$ cat src/rtl/mem_wb_stage_if.sv
// Memory-to-writeback bundle: memory-stage result in, register file write port,
// forwarding tap and retired-instruction count out.
interface mem_wb_stage_if #(
   parameter int COUNT_W = 32
);
   logic               in_valid;
   logic               stall;
   logic               flush;
   logic [4:0]         in_rd;
   logic               in_regwrite;
   logic               in_memtoreg;
   logic [31:0]        in_alu_result;
   logic [31:0]        in_mem_rdata;
   logic [1:0]         in_load_size;
   logic               in_load_unsigned;
   logic               wb_wen;
   logic [4:0]         wb_wreg;
   logic [31:0]        wb_wdata;
   logic               fwd_valid;
   logic [COUNT_W-1:0] instret;

   // The memory stage / pipeline control side drives the inputs.
   modport master (
      output in_valid, stall, flush, in_rd, in_regwrite, in_memtoreg,
             in_alu_result, in_mem_rdata, in_load_size, in_load_unsigned,
      input  wb_wen, wb_wreg, wb_wdata, fwd_valid, instret
   );

   modport slave (
      input  in_valid, stall, flush, in_rd, in_regwrite, in_memtoreg,
             in_alu_result, in_mem_rdata, in_load_size, in_load_unsigned,
      output wb_wen, wb_wreg, wb_wdata, fwd_valid, instret
   );
endinterface

$ cat src/rtl/mem_wb_stage.sv
// MEM/WB pipeline register, load formatter and retired-instruction counter.
// Define MEM_WB_SUBWORD_LOAD_EN to enable byte/halfword extraction with extension.
module mem_wb_stage #(
   parameter int COUNT_W = 32
) (
   input logic           clk,
   input logic           reset,
   mem_wb_stage_if.slave bus
);

   logic               valid_q;
   logic               regwrite_q;
   logic [4:0]         wreg_q;
   logic [31:0]        wdata_q;
   logic [COUNT_W-1:0] instret_q;
   logic [31:0]        load_data;
   logic [31:0]        formatted;

`ifdef MEM_WB_SUBWORD_LOAD_EN
   logic [1:0]  off;
   logic [7:0]  byte_sel;
   logic [15:0] half_sel;

   assign off = bus.in_alu_result[1:0];

   // Halfword selection uses only off[1]; a misaligned halfword silently reads its aligned half.
   always_comb begin
      byte_sel = bus.in_mem_rdata[7:0];
      case (off)
         2'd0: byte_sel = bus.in_mem_rdata[7:0];
         2'd1: byte_sel = bus.in_mem_rdata[15:8];
         2'd2: byte_sel = bus.in_mem_rdata[23:16];
         2'd3: byte_sel = bus.in_mem_rdata[31:24];
         default: byte_sel = bus.in_mem_rdata[7:0];
      endcase
      half_sel = off[1] ? bus.in_mem_rdata[31:16] : bus.in_mem_rdata[15:0];
      load_data = bus.in_mem_rdata;
      case (bus.in_load_size)
         2'b00: load_data = bus.in_load_unsigned ? {24'h0, byte_sel}
                                                 : {{24{byte_sel[7]}}, byte_sel};
         2'b01: load_data = bus.in_load_unsigned ? {16'h0, half_sel}
                                                 : {{16{half_sel[15]}}, half_sel};
         default: load_data = bus.in_mem_rdata;
      endcase
   end
`else
   logic unused_subword;

   assign load_data      = bus.in_mem_rdata;
   assign unused_subword = &{1'b0, bus.in_load_size, bus.in_load_unsigned};
`endif

   always_comb begin
      formatted = bus.in_alu_result;
      if (bus.in_memtoreg) begin
         formatted = load_data;
      end
   end

   // The counter credits whatever sat in WB during the previous cycle, so it
   // trails the write by one cycle; bubbles only clear the valid bit.
   always_ff @(posedge clk) begin
      if (reset) begin
         valid_q    <= 1'b0;
         regwrite_q <= 1'b0;
         wreg_q     <= 5'd0;
         wdata_q    <= 32'h0;
         instret_q  <= '0;
      end else begin
         if (valid_q) begin
            instret_q <= instret_q + {{(COUNT_W-1){1'b0}}, 1'b1};
         end
         if (bus.flush || bus.stall) begin
            valid_q <= 1'b0;
         end else begin
            valid_q    <= bus.in_valid;
            regwrite_q <= bus.in_regwrite;
            wreg_q     <= bus.in_rd;
            wdata_q    <= formatted;
         end
      end
   end

   assign bus.wb_wen    = valid_q & regwrite_q & (wreg_q != 5'd0);
   assign bus.fwd_valid = bus.wb_wen;
   assign bus.wb_wreg   = wreg_q;
   assign bus.wb_wdata  = wdata_q;
   assign bus.instret   = instret_q;

endmodule

$ cat src/flat_wrapper.sv
// flat-port wrapper written by rule: the top's interface ports become plain ports
module mem_wb_stage_flat 
#(
   parameter int COUNT_W = 32
)
  (clk, reset, bus_in_valid, bus_stall, bus_flush, bus_in_rd, bus_in_regwrite, bus_in_memtoreg, bus_in_alu_result, bus_in_mem_rdata, bus_in_load_size, bus_in_load_unsigned, bus_wb_wen, bus_wb_wreg, bus_wb_wdata, bus_fwd_valid, bus_instret);
  mem_wb_stage_if #(.COUNT_W(COUNT_W)) bus_i ();
  input logic clk;
  input logic reset;
  input wire logic [$bits(bus_i.in_valid)-1:0] bus_in_valid;
  input wire logic [$bits(bus_i.stall)-1:0] bus_stall;
  input wire logic [$bits(bus_i.flush)-1:0] bus_flush;
  input wire logic [$bits(bus_i.in_rd)-1:0] bus_in_rd;
  input wire logic [$bits(bus_i.in_regwrite)-1:0] bus_in_regwrite;
  input wire logic [$bits(bus_i.in_memtoreg)-1:0] bus_in_memtoreg;
  input wire logic [$bits(bus_i.in_alu_result)-1:0] bus_in_alu_result;
  input wire logic [$bits(bus_i.in_mem_rdata)-1:0] bus_in_mem_rdata;
  input wire logic [$bits(bus_i.in_load_size)-1:0] bus_in_load_size;
  input wire logic [$bits(bus_i.in_load_unsigned)-1:0] bus_in_load_unsigned;
  output wire logic [$bits(bus_i.wb_wen)-1:0] bus_wb_wen;
  output wire logic [$bits(bus_i.wb_wreg)-1:0] bus_wb_wreg;
  output wire logic [$bits(bus_i.wb_wdata)-1:0] bus_wb_wdata;
  output wire logic [$bits(bus_i.fwd_valid)-1:0] bus_fwd_valid;
  output wire logic [$bits(bus_i.instret)-1:0] bus_instret;
  assign bus_i.in_valid = bus_in_valid;
  assign bus_i.stall = bus_stall;
  assign bus_i.flush = bus_flush;
  assign bus_i.in_rd = bus_in_rd;
  assign bus_i.in_regwrite = bus_in_regwrite;
  assign bus_i.in_memtoreg = bus_in_memtoreg;
  assign bus_i.in_alu_result = bus_in_alu_result;
  assign bus_i.in_mem_rdata = bus_in_mem_rdata;
  assign bus_i.in_load_size = bus_in_load_size;
  assign bus_i.in_load_unsigned = bus_in_load_unsigned;
  assign bus_wb_wen = bus_i.wb_wen;
  assign bus_wb_wreg = bus_i.wb_wreg;
  assign bus_wb_wdata = bus_i.wb_wdata;
  assign bus_fwd_valid = bus_i.fwd_valid;
  assign bus_instret = bus_i.instret;
  mem_wb_stage #(.COUNT_W(COUNT_W)) u_core (.clk(clk), .reset(reset), .bus(bus_i));
endmodule
$ cat config.mk
export PLATFORM = sky130hd
export DESIGN_NAME = mem_wb_stage_flat
export DESIGN_NICKNAME = d
export VERILOG_FILES = /design/src/rtl/mem_wb_stage_if.sv /design/src/rtl/mem_wb_stage.sv /design/src/flat_wrapper.sv
export SDC_FILE = /design/constraint.sdc
export NUM_CORES = 1
export LEC_CHECK = 0
export BUFFER_PORTS_ARGS = -buffer_cell sky130_fd_sc_hd__buf_2
export CELL_PAD_IN_SITES_DETAIL_PLACEMENT = 0
export CELL_PAD_IN_SITES_GLOBAL_PLACEMENT = 1
export CORE_MARGIN = 8
export CORE_UTILIZATION = 33
export CTS_BUF_LIST = sky130_fd_sc_hd__clkbuf_4 sky130_fd_sc_hd__clkbuf_8 sky130_fd_sc_hd__clkbuf_16
export DETAILED_ROUTE_END_ITERATION = 6
export GPL_TIMING_DRIVEN = 0
export PLACE_DENSITY_LB_ADDON = 0.1
export SLEW_MARGIN = 20
export SYNTH_ARGS = -nofsm -noshare
export SYNTH_HDL_FRONTEND = slang
export SYNTH_SLANG_ARGS = --single-unit
export TNS_END_PERCENT = 100
$ cat constraint.sdc
create_clock -name clk -period 2.29 [get_ports clk]
set_input_delay 0 -clock clk [delete_from_list [all_inputs] [get_ports clk]]
set_output_delay 0 -clock clk [all_outputs]
set_load 0.03 [all_outputs]
### Word level (Yosys, flattened, before mapping)

Cells that the tools add are included.

| operators by class | value |
|---|---|
| multiplexer cells | 1 |
| bitwise logic cells | 2 |
| reductions and logical operators | 3 |
| add/subtract/negate cells | 1 |

Operator list:

| cell | count |
|---|---|
| $add A32 B1 Y32 const B | 1 |
| $mux W32 | 1 |
| $reduce_bool A5 Y1 | 1 |
| $and A1 B1 Y1 | 2 |
| $reduce_or A2 Y1 | 1 |
| $logic_or A1 B1 Y1 | 1 |

| word-level totals | value |
|---|---|
| register bits | 71 |
| word-level logic and storage cells | 12 |
| input port bits | 79 |

### Depth between registers and ports, before layout

| logic depth | value |
|---|---|
| word-level depth | 2 |
| gate-level depth with buffers | 7 |

### Least setup slack after synthesis

OpenSTA, ideal clock, no wires.

| timing | value |
|---|---|
| path type | register to register |
| start | reg u_core.instret_q[0], in the netlist u_core.bus.instret[0] |
| end | reg u_core.instret_q[22], in the netlist u_core.bus.instret[22] |
| setup slack | 0.124 ns |
| setup time | 0.070 ns |
| arrival | 2.095 ns |
| path buffers | 1 |
| cell stages (with the launch flop) | 7 |
| clock period less this slack | 2.166 ns |
| cells stage by stage | dfxtp_1 ha_1 nand3_1 or4_1 buf_2 or4_1 a21oi_1 |

| between the ends | value |
|---|---|
| longest elaborated chain between the ends | 1 |

Ends and longest elaborated chain:

| item | line | text |
|---|---|---|
| start, declared | mem_wb_stage.sv:15 | `logic [COUNT_W-1:0] instret_q;` |
| start signal, assigned | mem_wb_stage.sv:71 | `instret_q <= instret_q + {{(COUNT_W-1){1'b0}}, 1'b1};` |
| $add A32 B1 Y32 | mem_wb_stage.sv:71 |  |

Every way passes these cells.
A chain may end at the register's enable or synchronous reset.

### Worst setup path after layout

| timing | value |
|---|---|
| start | reg u_core.instret_q[4], in the netlist u_core.bus.instret[4] |
| end | reg u_core.instret_q[19], in the netlist u_core.bus.instret[19] |

The elaborated chain is that of the path after synthesis.

==> summary.md <==
| Metric | Value |
|---|---|
| Num CTS Buffers | `9` |
| Mapped Area | `3140 um^2` |
| Clk pin slew, worst setup/hold paths | `0.08 ns` |
| DRC viols | `0` |
| Post-synth EDFFs | `0` |
| Via count | `3277` |
| Die area | `12900 um^2` |
| Crit path capture type | `flip-flop` |
| Tmin final | `2.15 ns` |
| Vias/cell | `4.80` |
| Max clock buf depth | `2` |
| I/O Buffers | `144` |
| Setup crit start kind | `flip-flop` |
| TritonRoute pass-1 iters | `4` |
| Final setup fails | `0` |
| Post-synth top area share | `45.3%` |
| Pleak | `2.03 nW` |
| Initial Util | `33.9%` |
| Worst EP arrival | `2.41 ns` |
| IO Count | `150` |
| Count leader, synth | `dfxtp_1` |
| Post-synthesis register bit count | `71` |
| Core Footprint | `9240 um^2` |
| Finished Layout Cells | `683` |
| Detail Placement HPWL | `7500 um` |
| Yosys cell types | `33` |
| CTS sink count | `71` |
| Postcts setup bufs | `0` |
| Row cnt | `35` |
| Fill cells | `945` |
| Slew Limit Headroom | `53.8%` |
| Setup TNS | `0 ns` |
| Worst EP required | `2.55 ns` |
| Setup Skew | `0.00958 ns` |
| Max cap viols | `0` |
| N_diodes | `0` |
| Htree depth | `3` |
| Die height | `113 um` |
| Post-synthesis sequential area ratio | `45.3%` |
| Crit-path max FO | `10` |
| Avg Inst Size Synth | `8.89 um^2` |
| Yosys warns | `0` |
| RSZ-0062 raised after global routing | `yes` |
| Initial DRC count | `97` |
| CTS tree | `built` |
| Status | `complete, no violations` |
| Final Hold Viols | `0` |
| Nets | `629` |
| CTS Root Cell | `clkbuf_8` |
| Gpl congestion | `0.692` |
| Antenna violations before repair | `0` |
| Fin Hold WS | `0.0152 ns` |
| First-pass GRT wire length | `16600 um` |
| Total Routing Usage GR | `15.7%` |
| Top cell type by total area after synthesis | `dfxtp_1` |
| Total Power | `0.00286 W` |
| Max Fclk | `465 MHz` |
| Fin. max-slew vios | `0` |
| Final Routed Wirelength | `10000 um` |
| Main flop type after synthesis | `dfxtp_1` |
| Final ANT Viol Nets | `0` |
| Power Dens Cells | `613 nW/um^2` |
| Ys async rst share | `0%` |
| Critical path type | `reg -> reg` |
| Worst min path class | `in -> reg` |
| Largest net degree at the start of global routing | `13` |
| Top cells by area, synth | `dfxtp_1 (45%), mux2i_1 (11%), a211oi_1 (7.7%)` |
| Placed instance area | `4020 um^2` |
| Worst vdd ir | `253 uV` |
| Synthesized Nets | `433` |
| Post-Place Cells | `626` |
| Die width | `113 um` |
| Post-route cell area | `4670 um^2` |
| Worst slew pin tran | `0.693 ns` |
| Layout cells sized above 1 | `30.9%` |
| Vias in the first global route | `3404` |
| Final worst path period share | `93.9%` |
| Synth top cells by count | `dfxtp_1 (71), nor2_1 (46), mux2i_1 (33)` |
| Post-Syn Instances | `353` |
| Synthesis-to-layout area growth | `48.9%` |
| Total grt overflow | `0` |
| Skew-Pair Late Insertion Delay | `0.34 ns` |
| Post-DR wirelength/cell | `14.7 um` |
[sequential cells by signal (all words and copies together), names as in the netlist]
signal / cells
u_core.bus.instret: 32
u_core.bus.wb_wdata: 32
u_core.bus.wb_wreg: 5
u_core.regwrite_q: 1
u_core.valid_q: 1
[critical path: stages, from the launching register on]
cell	delay (ns)
dfxtp_1	0.46
nand4_4	0.21
or4_4	0.61
clkbuf_1	0.25
or3_1	0.40
a21oi_1	0.14
[logic make-up (layout without fill, tap and decap cells)]
family	Yosys count	count (layout)	share of synthesized area (%)
AO/OA/AOI/OAI	77	77	15.5
XOR/XNOR	11	11	3.07
adder cells (fa/ha/maj)	1	1	0.399
buffers and inverters	32	233	4.07
flip-flops	71	71	45.3
multiplexers	34	34	10.9
AND/OR/NAND/NOR	127	127	20.8
[per-stage QoR]
| stage | worst slack [ns] | util, % |
|---|---|---|
| 6_report | 0.140 | 50.6 |
| 3_5_place_dp | 0.0213 | 43.5 |
| 3_3_place_gp | 0.0496 | 43.5 |
| 4_1_cts | 0.0132 | 50.4 |
| 5_1_grt | -0.0466 | 50.6 |
| 2_1_floorplan | 0.124 | - |
[routing by layer]
metal	up-vias	GRT usage, %	wire length (um)
met5	-	0	0
met4	0	6.48	195
met3	15	6.08	844
met2	105	25.8	4720
met1	1488	17.8	4270
li1	1669	-	-
[power breakdown]
group	internal [W]	total (W)	switching (W)	leakage (nW)
logic	0.000191	0.000424	0.000233	1.34
registers	0.00128	0.00130	0.0000227	0.580
clock network	0.000656	0.00114	0.000482	0.113
[cell type report]
| type | instances | area [um^2] | area share (%) |
|---|---|---|---|
| repair buffers | 185 | 1130 | 24.2 |
| multi-input cells | 250 | 1600 | 34.3 |
| clock buffers | 11 | 145 | 3.11 |
| flip-flops and latches | 71 | 1420 | 30.4 |
| plain buffers | 28 | 113 | 2.41 |
| clock inverters | 5 | 81.3 | 1.74 |
| well taps | 129 | 161 | 3.45 |
| inverters | 4 | 15.0 | 0.321 |
[cell usage in the layout (no fill, tap or decap), types with 9 or more instances in the layout]
| cell | netlist | layout |
|---|---|---|
| a211oi_1 | 32 | 32 |
| a21oi_1 | 25 | 25 |
| buf_2 | 3 | 147 |
| clkbuf_1 | 21 | 21 |
| clkbuf_8 | 0 | 10 |
| dfxtp_1 | 71 | 70 |
| dlygate4sd3_1 | 0 | 41 |
| mux2i_1 | 33 | 33 |
| nand2_1 | 22 | 22 |
| nand4_1 | 9 | 9 |
| nor2_1 | 46 | 46 |
| o21ai_0 | 13 | 13 |
| or3_1 | 12 | 12 |
[what timing repair did]
action                                  in CTS  in global routing
endpoints found under the hold margin       25                  0
resized for setup                            0                  4
hold buffers                                41                  0
endpoints found under the setup margin       0                  9
[path summary, 6_finish.rpt]
path / startpoint / endpoint / slack, ns / cells past startpoint
worst min register to register: u_core.regwrite_q / u_core.regwrite_q / 0.46 / 2
worst min-delay path: bus_in_mem_rdata[25] / u_core.bus.wb_wdata[25] / 0.02 / 3
worst max register to register: u_core.bus.instret[4] / u_core.bus.instret[19] / 0.14 / 5
worst max-delay path: u_core.bus.instret[4] / u_core.bus.instret[19] / 0.14 / 5
(Power assumes the default switching activity.)
